--- config.mk ---
export PLATFORM = sky130hd
export DESIGN_NAME = alu_issue_ctrl
export DESIGN_NICKNAME = d
export VERILOG_FILES = /design/src/rtl/alu_issue_ctrl.sv
export SDC_FILE = /design/constraint.sdc
export NUM_CORES = 1
export LEC_CHECK = 0
export BUFFER_PORTS_ARGS = -buffer_cell sky130_fd_sc_hd__buf_2
export CAP_MARGIN = 30
export CELL_PAD_IN_SITES_DETAIL_PLACEMENT = 2
export CELL_PAD_IN_SITES_GLOBAL_PLACEMENT = 2
export CORE_AREA = 2 2 127 129
export CTS_CLUSTER_SIZE = 12
export DETAILED_ROUTE_END_ITERATION = 8
export DIE_AREA = 0 0 129 131
export GPL_TIMING_DRIVEN = 0
export MAX_ROUTING_LAYER = met4
export PLACE_DENSITY = 0.89
export SYNTH_ARGS = -nofsm -noshare
export SYNTH_HDL_FRONTEND = slang
export SYNTH_SLANG_ARGS = --single-unit
--- constraint.sdc ---
create_clock -name clk -period 4.03 [get_ports clk]
set_input_delay 0.806 -clock clk [delete_from_list [all_inputs] [get_ports clk]]
set_output_delay 0.806 -clock clk [all_outputs]
set_load 0.01 [all_outputs]
--- src/rtl/alu_issue_ctrl.sv ---
// ============================================================================
// Module   : alu_issue_ctrl
// Brief    : Single-outstanding issue controller for an external ALU.
//            Decodes ADD/SUB/AND/OR, registers operands, captures the result
//            and holds a tagged response until it is accepted.
//            Optional status flags are enabled with `define ALU_ISSUE_FLAGS_EN.
// Revision : 1.0 - initial release
// ============================================================================
`default_nettype none

module alu_issue_ctrl #(
    parameter int TAG_W = 5
) (
    input  logic             clk,
    input  logic             rst_n,
    input  logic             req_valid,
    output logic             req_ready,
    input  logic [2:0]       req_funct3,
    input  logic             req_funct7b5,
    input  logic             req_is_imm,
    input  logic [31:0]      req_rs1,
    input  logic [31:0]      req_rs2,
    input  logic [31:0]      req_imm,
    input  logic [TAG_W-1:0] req_tag,
    output logic [31:0]      alu_a,
    output logic [31:0]      alu_b,
    output logic [1:0]       alu_ctrl,
    input  logic [31:0]      alu_result,
    output logic             rsp_valid,
    input  logic             rsp_ready,
    output logic [31:0]      rsp_result,
    output logic [TAG_W-1:0] rsp_tag,
    output logic             rsp_illegal
`ifdef ALU_ISSUE_FLAGS_EN
    ,
    output logic             rsp_zero,
    output logic             rsp_neg,
    output logic             rsp_carry,
    output logic             rsp_ovf
`endif
);

    typedef enum logic [1:0] {
        S_IDLE = 2'd0,
        S_EXEC = 2'd1,
        S_RESP = 2'd2
    } state_t;

    localparam logic [1:0] C_OP_ADD = 2'b00;
    localparam logic [1:0] C_OP_SUB = 2'b01;
    localparam logic [1:0] C_OP_AND = 2'b10;
    localparam logic [1:0] C_OP_OR  = 2'b11;

    state_t             r_state;
    logic [31:0]        r_alu_a;
    logic [31:0]        r_alu_b;
    logic [1:0]         r_alu_ctrl;
    logic [TAG_W-1:0]   r_tag;
    logic               r_rsp_valid;
    logic [31:0]        r_rsp_result;
    logic [TAG_W-1:0]   r_rsp_tag;
    logic               r_rsp_illegal;

    logic               w_legal;
    logic [1:0]         w_ctrl;
    logic [31:0]        w_opb;

    // Request decode; immediates never decode to SUB regardless of funct7b5.
    always_comb begin
        w_legal = 1'b1;
        w_ctrl  = C_OP_ADD;
        case (req_funct3)
            3'b000:  w_ctrl = (req_funct7b5 && !req_is_imm) ? C_OP_SUB : C_OP_ADD;
            3'b111:  w_ctrl = C_OP_AND;
            3'b110:  w_ctrl = C_OP_OR;
            default: w_legal = 1'b0;
        endcase
    end

    assign w_opb = req_is_imm ? req_imm : req_rs2;

`ifdef ALU_ISSUE_FLAGS_EN
    logic               r_zero;
    logic               r_neg;
    logic               r_carry;
    logic               r_ovf;
    logic [32:0]        w_sum;
    logic [32:0]        w_diff;
    logic               w_carry;
    logic               w_ovf;

    // Carry/overflow come from a local adder on the issued operands so they
    // do not depend on the external ALU exposing its carry chain.
    assign w_sum  = {1'b0, r_alu_a} + {1'b0, r_alu_b};
    assign w_diff = {1'b0, r_alu_a} - {1'b0, r_alu_b};

    always_comb begin
        w_carry = 1'b0;
        w_ovf   = 1'b0;
        case (r_alu_ctrl)
            C_OP_ADD: begin
                w_carry = w_sum[32];
                w_ovf   = (r_alu_a[31] == r_alu_b[31]) && (w_sum[31] != r_alu_a[31]);
            end
            C_OP_SUB: begin
                w_carry = ~w_diff[32];
                w_ovf   = (r_alu_a[31] != r_alu_b[31]) && (w_diff[31] != r_alu_a[31]);
            end
            default: begin
                w_carry = 1'b0;
                w_ovf   = 1'b0;
            end
        endcase
    end

    always_ff @(posedge clk or negedge rst_n) begin
        if (!rst_n) begin
            r_zero  <= 1'b0;
            r_neg   <= 1'b0;
            r_carry <= 1'b0;
            r_ovf   <= 1'b0;
        end else if (r_state == S_EXEC) begin
            r_zero  <= (alu_result == 32'd0);
            r_neg   <= alu_result[31];
            r_carry <= w_carry;
            r_ovf   <= w_ovf;
        end else if (r_state == S_IDLE && req_valid && !w_legal) begin
            r_zero  <= 1'b1;
            r_neg   <= 1'b0;
            r_carry <= 1'b0;
            r_ovf   <= 1'b0;
        end
    end

    assign rsp_zero  = r_zero;
    assign rsp_neg   = r_neg;
    assign rsp_carry = r_carry;
    assign rsp_ovf   = r_ovf;
`endif

    // rsp_valid rises one cycle after entering RESP, so the response data
    // is already settled when valid appears.
    always_ff @(posedge clk or negedge rst_n) begin
        if (!rst_n) begin
            r_state       <= S_IDLE;
            r_alu_a       <= 32'd0;
            r_alu_b       <= 32'd0;
            r_alu_ctrl    <= C_OP_ADD;
            r_tag         <= '0;
            r_rsp_valid   <= 1'b0;
            r_rsp_result  <= 32'd0;
            r_rsp_tag     <= '0;
            r_rsp_illegal <= 1'b0;
        end else begin
            case (r_state)
                S_IDLE: begin
                    if (req_valid) begin
                        if (w_legal) begin
                            r_alu_a    <= req_rs1;
                            r_alu_b    <= w_opb;
                            r_alu_ctrl <= w_ctrl;
                            r_tag      <= req_tag;
                            r_state    <= S_EXEC;
                        end else begin
                            r_rsp_result  <= 32'd0;
                            r_rsp_tag     <= req_tag;
                            r_rsp_illegal <= 1'b1;
                            r_state       <= S_RESP;
                        end
                    end
                end
                S_EXEC: begin
                    r_rsp_result  <= alu_result;
                    r_rsp_tag     <= r_tag;
                    r_rsp_illegal <= 1'b0;
                    r_state       <= S_RESP;
                end
                S_RESP: begin
                    if (!r_rsp_valid) begin
                        r_rsp_valid <= 1'b1;
                    end else if (rsp_ready) begin
                        r_rsp_valid <= 1'b0;
                        r_state     <= S_IDLE;
                    end
                end
                default: begin
                    r_rsp_valid <= 1'b0;
                    r_state     <= S_IDLE;
                end
            endcase
        end
    end

    assign req_ready   = (r_state == S_IDLE);
    assign alu_a       = r_alu_a;
    assign alu_b       = r_alu_b;
    assign alu_ctrl    = r_alu_ctrl;
    assign rsp_valid   = r_rsp_valid;
    assign rsp_result  = r_rsp_result;
    assign rsp_tag     = r_rsp_tag;
    assign rsp_illegal = r_rsp_illegal;

endmodule

`default_nettype wire
# ---- After elaboration in Yosys (flattened, before gate mapping)
# Index checks and enable logic that the tools add are counted.
dict set report word_totals {
  reg_bits 112
  inputBits 142
  output_inout_bits 106
  elab_cells 48
}
dict set report classes {
  n_eq_ne 8
  n_mux 21
  n_reduce_logical 10
}
# operator n
set ops {}
lappend ops {{32-bit two-way mux} 3}
lappend ops {{32-bit case mux with 2 select lines} 1}
lappend ops {{2-bit case mux with 3 select lines} 2}
lappend ops {{5-bit two-way mux} 2}
lappend ops {{5-bit case mux with 2 select lines} 1}
lappend ops {{3-bit AND reduction} 3}
lappend ops {{2-bit two-way mux} 4}
lappend ops {{2-bit != test, second input constant} 4}
lappend ops {{3-bit equality test, second input constant} 2}
lappend ops {{1-bit two-way mux} 6}
lappend ops {{1-bit case mux with 2 select lines} 2}
lappend ops {{3-bit zero test} 1}
lappend ops {{3-bit OR reduction} 1}
lappend ops {{2-bit by 1-bit equality test with 1-bit output, second input constant} 1}
lappend ops {{2-bit equality test, second input constant} 1}
lappend ops {{2-bit zero test} 1}
lappend ops {{2-bit nonzero test} 1}
lappend ops {{2-bit OR reduction} 1}
lappend ops {{1-bit logical AND} 1}
lappend ops {{1-bit zero test} 1}

# ---- Depth between registers and ports, before layout
# Gate-level depths: netlist of run 1.
dict set report depth {
  depth_word 6
  mapped_depth 5
  mapped_depth_nobuf 3
}

# ---- Worst setup path before layout of run 1
# No wires, ideal clock.
dict set report synth_path {
  kind {input port to flip-flop}
  from {in req_is_imm}
  to {reg r_alu_b[23], in the netlist alu_b[23]}
  arrival_time_ns 1.962
  t_required_ns 3.902
  setup_slack_ns 1.940
  path_stages 4
  n_path_buf 2
  cell_sequence {clkbuf_1 > buf_1 > mux2_2 > mux2_1}
}
dict set report synth_via {
  elab_chain_len 1
}
# element line
set synth_lines {}
lappend synth_lines {{from (decl)} 20} ;# input logic req_is_imm,
lappend synth_lines {{32-bit two-way mux} 80} ;# assign w_opb = req_is_imm ? req_imm : req_rs2;
lappend synth_lines {{to (signal assigned)} 160} ;# r_alu_b <= w_opb;
lappend synth_lines {{to (decl)} 56} ;# logic [31:0] r_alu_b;
# No other way between the ends.
# A chain may end at the register's enable or synchronous reset.

# ---- Final worst setup path of run 1
# Ends and elaborated chain as after synthesis.

==> flow_summary.yaml, run 1 <==
worst_setup_path:
  cp_slowest_cell: "buf_1"
  path_buf_inv: 2
  cp_max_fo: 10
  critPathTopFamily: "buffers and inverters"
  slowest_delay_ps: 470
  critical_path.endpoint_type: "flip-flop"
  startpoint: "req_is_imm"
  critical_path_required_ps: 4260
  crit_arrival_ps: 2260
  critical_path_class: "input pin to flip-flop"
  rr_startpoint: "r_state[1]"
  setup.worst_path.start_class: "input pin"
  crit_chain: "clkbuf_1, buf_1, mux2_2, mux2_1"
global_route:
  grt.overflow.total: 0
  antenna_found_initial: 2
  grt_start_max_net_pins: 73
  grt_pass1_wl_um: 21900
  grt_pass1_vias: 4001
  grt_util_all_layers: 0.176
timing:
  slew_viol_final: 0
  skew_ps: 9.25
  relSlewSlack: 0.639
  hold_viol_final: 0
  fmax_mhz: 493
  rsz0062_at_grt: "false"
  setup-tns-final_ps: 0
  min_period_ps: 2030
  setup_viol_count_final: 0
  worst_hold_slack_ps: 430
  worstMarginPinSlew_ps: 542
  layout_worst_path_cycle_share: 0.503
die:
  die_area_um2: 16900
  rows: 46
  die_h_um: 131
  die_x_um: 129
  coreArea_um2: 15600
  num_io_pins: 248
  initial_core_util: 0.294
yosys:
  synthTopCellsByArea: "dfrtp_1 61%, mux2_2 26%, a22o_1 6.1%, mux2_1 1.5%, buf_4 1.1%"
  yosysMostFrequentCell: "dfrtp_1"
  ys_ff_latch: 112
  ys_seq_area_frac: 0.611
  synth_area_per_cell_um2: 15.5
  syn-num-nets: 437
  synth.cells.most_frequent: "112 x dfrtp_1, 107 x mux2_2, 32 x a22o_1"
  yosys_warnings: 0
  synthesis.area_um2: 4580
  synth_edf_count: 0
  synth_cells: 295
  async_flop_share: 1.00
  synth_top_cell_by_area: "dfrtp_1"
  synth_top_area_share: 0.611
  synth_ff_type: "dfrtp_1"
  synth_cell_types: 21
power_and_ir_drop:
  ir_drop_v: 0.000264
  p_leak_nw: 3.28
  power_density_nw_per_um2: 688
  p_total_mw: 4.42
run:
  max_cap_viol_count: 0
clock_network:
  cts.sinks: 112
  cts_buffers: 9
  cts_buffer_depth: 2
  cts_hold_buf: 0
  cts_resized: 0
  clk_latency_ps: 350
  path_clk_slew_ps: 80
  cts_setup_buffers: 0
  cts.htree.levels: 3
  cts-root-buf: "clkbuf_16"
  cts_tree: "yes"
finish:
  nets: 695
  drive_gt1_frac: 0.690
  regArea_um2: 2800
  multi_input_area_um2: 1650
  final_area_um2: 6420
  synthToLayoutAreaGrowth_pct: 40.1
  fin_cells: 776
  fill_cells: 1619
placed_design:
  dpl_cell_area_um2: 6120
  dp_hpwl_um: 11500
  placed_cells: 758
  io_buffer_count: 246
  globalplace.congestion: 0.742
detailed_routing:
  met3WireLength_um: 706
  met2_length_um: 7920
  final_antenna_net_count: 0
  dr.max_layer_used: "met4"
  viasPerCell: 4.54
  drt-total-wl_um: 14300
  wl_per_cell_um: 18.5
  dr_total_vias: 3521
  drtIter0Drc: 71
  met1_length_um: 5270
  first_pass_iters: 4
  route.detailed.drc: 0
outcome:
  status: "complete, no violations"
hold_path:
  hold_class: "input pin to async pin"
## through the flow
stage | setup WS (ps) | util
after floorplan | 1940 | -
after global placement | 891 | 0.390
after detailed placement | 1610 | 0.392
after CTS | 1980 | 0.412
after global routing | 1890 | 0.412
final | 2000 | 0.412
## power breakdown
group          switching [mW]  total [mW]  internal (mW)
Combinational           0.792        1.61          0.816
Clock                   0.429       0.917          0.488
Sequential              0.267        1.90           1.63
## logic make-up after synthesis
| logic type | share of synthesized area |
|---|---|
| muxes | 0.278 |
| and+or+nand+nor | 0.0106 |
| DFF | 0.611 |
| AOI/OAI and AO/OA | 0.0718 |
| buffers and inverters | 0.0287 |
## final cells by class
cell class,instances,area share
flip-flops and latches,112,0.436
multi-input cells,160,0.257
repair buffers,247,0.196
well taps,216,0.0421
clock buffers,9,0.0351
plain buffers,19,0.0181
clock inverters,7,0.0121
inverters,4,0.00234
diodes,2,0.000779
## cells in the final DEF (no fill, tap or decap), types with 2 or more instances in the layout
master	n
clkbuf_16	9
mux2_2	107
buf_1	3
mux2_1	6
diode_2	2
dfrtp_1	112
inv_1	4
a21oi_1	3
clkbuf_1	4
buf_2	248
clkinvlp_4	3
buf_4	8
buf_6	2
nand2_1	3
a22o_1	32
## registers in the layout (all words and copies together) (netlist names)
signal	cells
rsp_tag	5
r_tag	5
rsp_valid	1
alu_a	32
r_state	2
alu_ctrl	2
rsp_illegal	1
rsp_result	32
alu_b	32
## layer usage
layer | track usage | up-vias
met3 | 0.0322 | 26
met2 | 0.318 | 140
met1 | 0.191 | 1764
met4 | 0.0748 | 0
met5 | - | -
li1 | - | 1591
## worst paths after layout
path	to	cells past startpoint	slack [ps]
max in group asynchronous	rsp_result[12]	2	2840
worst min-delay path	rsp_result[30]	1	430
worst min register to register	alu_b[24]	1	490
worst max register to register	rsp_tag[3]	4	2250
min in group clk	alu_b[24]	1	490
worst max-delay path	alu_b[23]	4	2000
(Power assumes the default switching activity.)
==> inputs of run 2 (changes only) <==
- CORE_AREA: 2 2 127 129 -> 2 2 139 141
- DIE_AREA: 0 0 129 131 -> 0 0 141 143
- PLACE_DENSITY: 0.89 -> 0.79
- clock period: 4.03 -> 1.8 ns (I/O delays scaled with it)
==> run 2 against run 1 <==
  * Via count grew 0.88%
  * Critical path depth is the same
  * Critical endpoint unchanged
  * Worst hold slack lost 420 ps
  * Non-clock buffer count is the same
==> flow_summary.yaml, run 2 (synthesis results as in run 1) <==
power_and_ir_drop:
  power_frac_comb: 0.363
  p_total_mw: 9.90
  p_leak_nw: 3.30
  ir_drop_v: 0.000610
  power_density_nw_per_um2: 1530
  seqPwrFrac: 0.428
  p_clk_frac: 0.209
  power_switching_mw: 3.29
  swShare: 0.332
  internal-power_mw: 6.61
worst_setup_path:
  crit_arrival_ps: 1840
  setup.worst_path.start_class: "flip-flop"
  slowest_delay_ps: 440
  critical_path_required_ps: 2030
  crit_chain: "nor2_1, o211ai_2, buf_4, mux2_1"
  cp_max_fo: 10
  critPathTopFamily: "flip-flops"
  path_buf_inv: 1
  critical_path.endpoint_type: "flip-flop"
  cp_slowest_cell: "dfrtp_1"
  critical_path_class: "flip-flop to flip-flop"
global_route:
  grt_pass1_wl_um: 22700
  grt_use_met2: 0.272
  grt_start_max_net_pins: 68
  top_usage_layer: "met2"
  grt.met1_usage: 0.157
  grt.overflow.total: 0
  antenna_found_initial: 1
  grt_util_all_layers: 0.151
  grt_use_met3: 0.0402
  grt_pass1_vias: 4160
finish:
  synthToLayoutAreaGrowth_pct: 40.8
  fin_cells: 793
  drive_gt1_frac: 0.694
  final_common_cell: "buf_2"
  final_area_um2: 6450
  final_cell_mix: "247 x buf_2, 112 x dfrtp_1, 107 x mux2_2, 32 x a22o_1"
  nets: 695
detailed_routing:
  drtIter0Drc: 85
  route.detailed.drc: 0
  wl_per_cell_um: 18.1
  drt-total-wl_um: 14400
  first_pass_iters: 4
  dr_total_vias: 3552
  final_antenna_net_count: 0
  viasPerCell: 4.48
hold_path:
  hold_class: "input pin to async pin"
timing:
  rsz0062_at_grt: "false"
  min_period_ps: 1620
  slew_viol_final: 0
  fmax_mhz: 619
  layout_worst_path_cycle_share: 0.898
  setup_viol_count_final: 0
  skew_ps: 7.89
  relSlewSlack: 0.590
  worstMarginPinSlew_ps: 615
  hold_viol_final: 0
placed_design:
  globalplace.congestion: 0.738
  placed_cells: 776
  io_buffer_count: 246
  dpl_cell_area_um2: 6140
  dp_hpwl_um: 11400
clock_network:
  cts_buffer_depth: 2
  cts_setup_buffers: 0
  path_clk_slew_ps: 70
  clk_latency_ps: 350
  cts_tree: "yes"
  cts.htree.levels: 3
  cts.sinks: 112
  cts-root-buf: "clkbuf_16"
  cts_buffers: 9
die:
  die_x_um: 141
  coreArea_um2: 18600
  die_area_um2: 20200
  rows: 50
  initial_core_util: 0.247
  num_io_pins: 248
  die_h_um: 143
run:
  max_cap_viol_count: 0
outcome:
  status: "complete, no violations"
-- run 2: cell types whose count changed in the layout (fill, tap and decap cells not counted), sizes merged --
cell      delta
clkbuf       +2
clkinv       +1
clkinvlp     -3
diode        -1
-- run 2: timing repair --
item,CTS,global route
hold buffers,0,0
pin swaps,0,0
resized for setup,1,5
setup endpoints to repair,24,32
-- run 2: area by class of cell --
class | instances | area, µm²
fill | 2002 | 12100
sequential | 112 | 2800
multi-input combinational | 160 | 1650
timing repair buffer | 247 | 1260
tap | 234 | 293
clock buffer | 11 | 243
buffer | 19 | 121
clock inverter | 5 | 63.8
inverter | 4 | 15.0
antenna | 1 | 2.50
-- run 2: stage by stage --
stage | util | hold WS (ps) | setup WS, ps | TNS, ps
after global placement | 0.329 | 475 | -957 | -114700
after global routing | 0.347 | 50.4 | 51.5 | 0
after detailed placement | 0.330 | 417 | -229 | -13220
final | 0.347 | 13.3 | 184 | 0
after floorplan | - | 64.4 | 156 | 0
after CTS | 0.347 | 33.4 | 36.0 | 0
-- run 2: final timing paths --
check	start	slack, ps	cells after the start	to
min reg2reg	alu_b[30]	500	1	alu_b[30]
max reg2reg	r_state[1]	180	4	alu_b[23]
min	rst_n	10	1	alu_b[14]
min in group clk	alu_result[4]	230	2	rsp_result[4]
max in group asynchronous	rst_n	1030	2	rsp_result[7]
max	r_state[1]	180	4	alu_b[23]
-- run 2: power by group through the flow --
| stage | logic, mW | clock network, mW | registers, mW |
|---|---|---|---|
| floorplan | 1.35 | 0 | 4.73 |
| global placement | 3.50 | 0 | 4.19 |
| detailed placement | 3.67 | 0 | 4.29 |
| CTS | 3.67 | 2.18 | 4.25 |
| global route | 3.90 | 2.28 | 4.40 |
| finish | 3.59 | 2.07 | 4.23 |
-- run 2: metal layers --
metal / up-vias / share of wire
met2: 148 / 0.55
met5: - / 0
met1: 1783 / 0.37
met3: 32 / 0.056
li1: 1589 / -
met4: 0 / 0.029
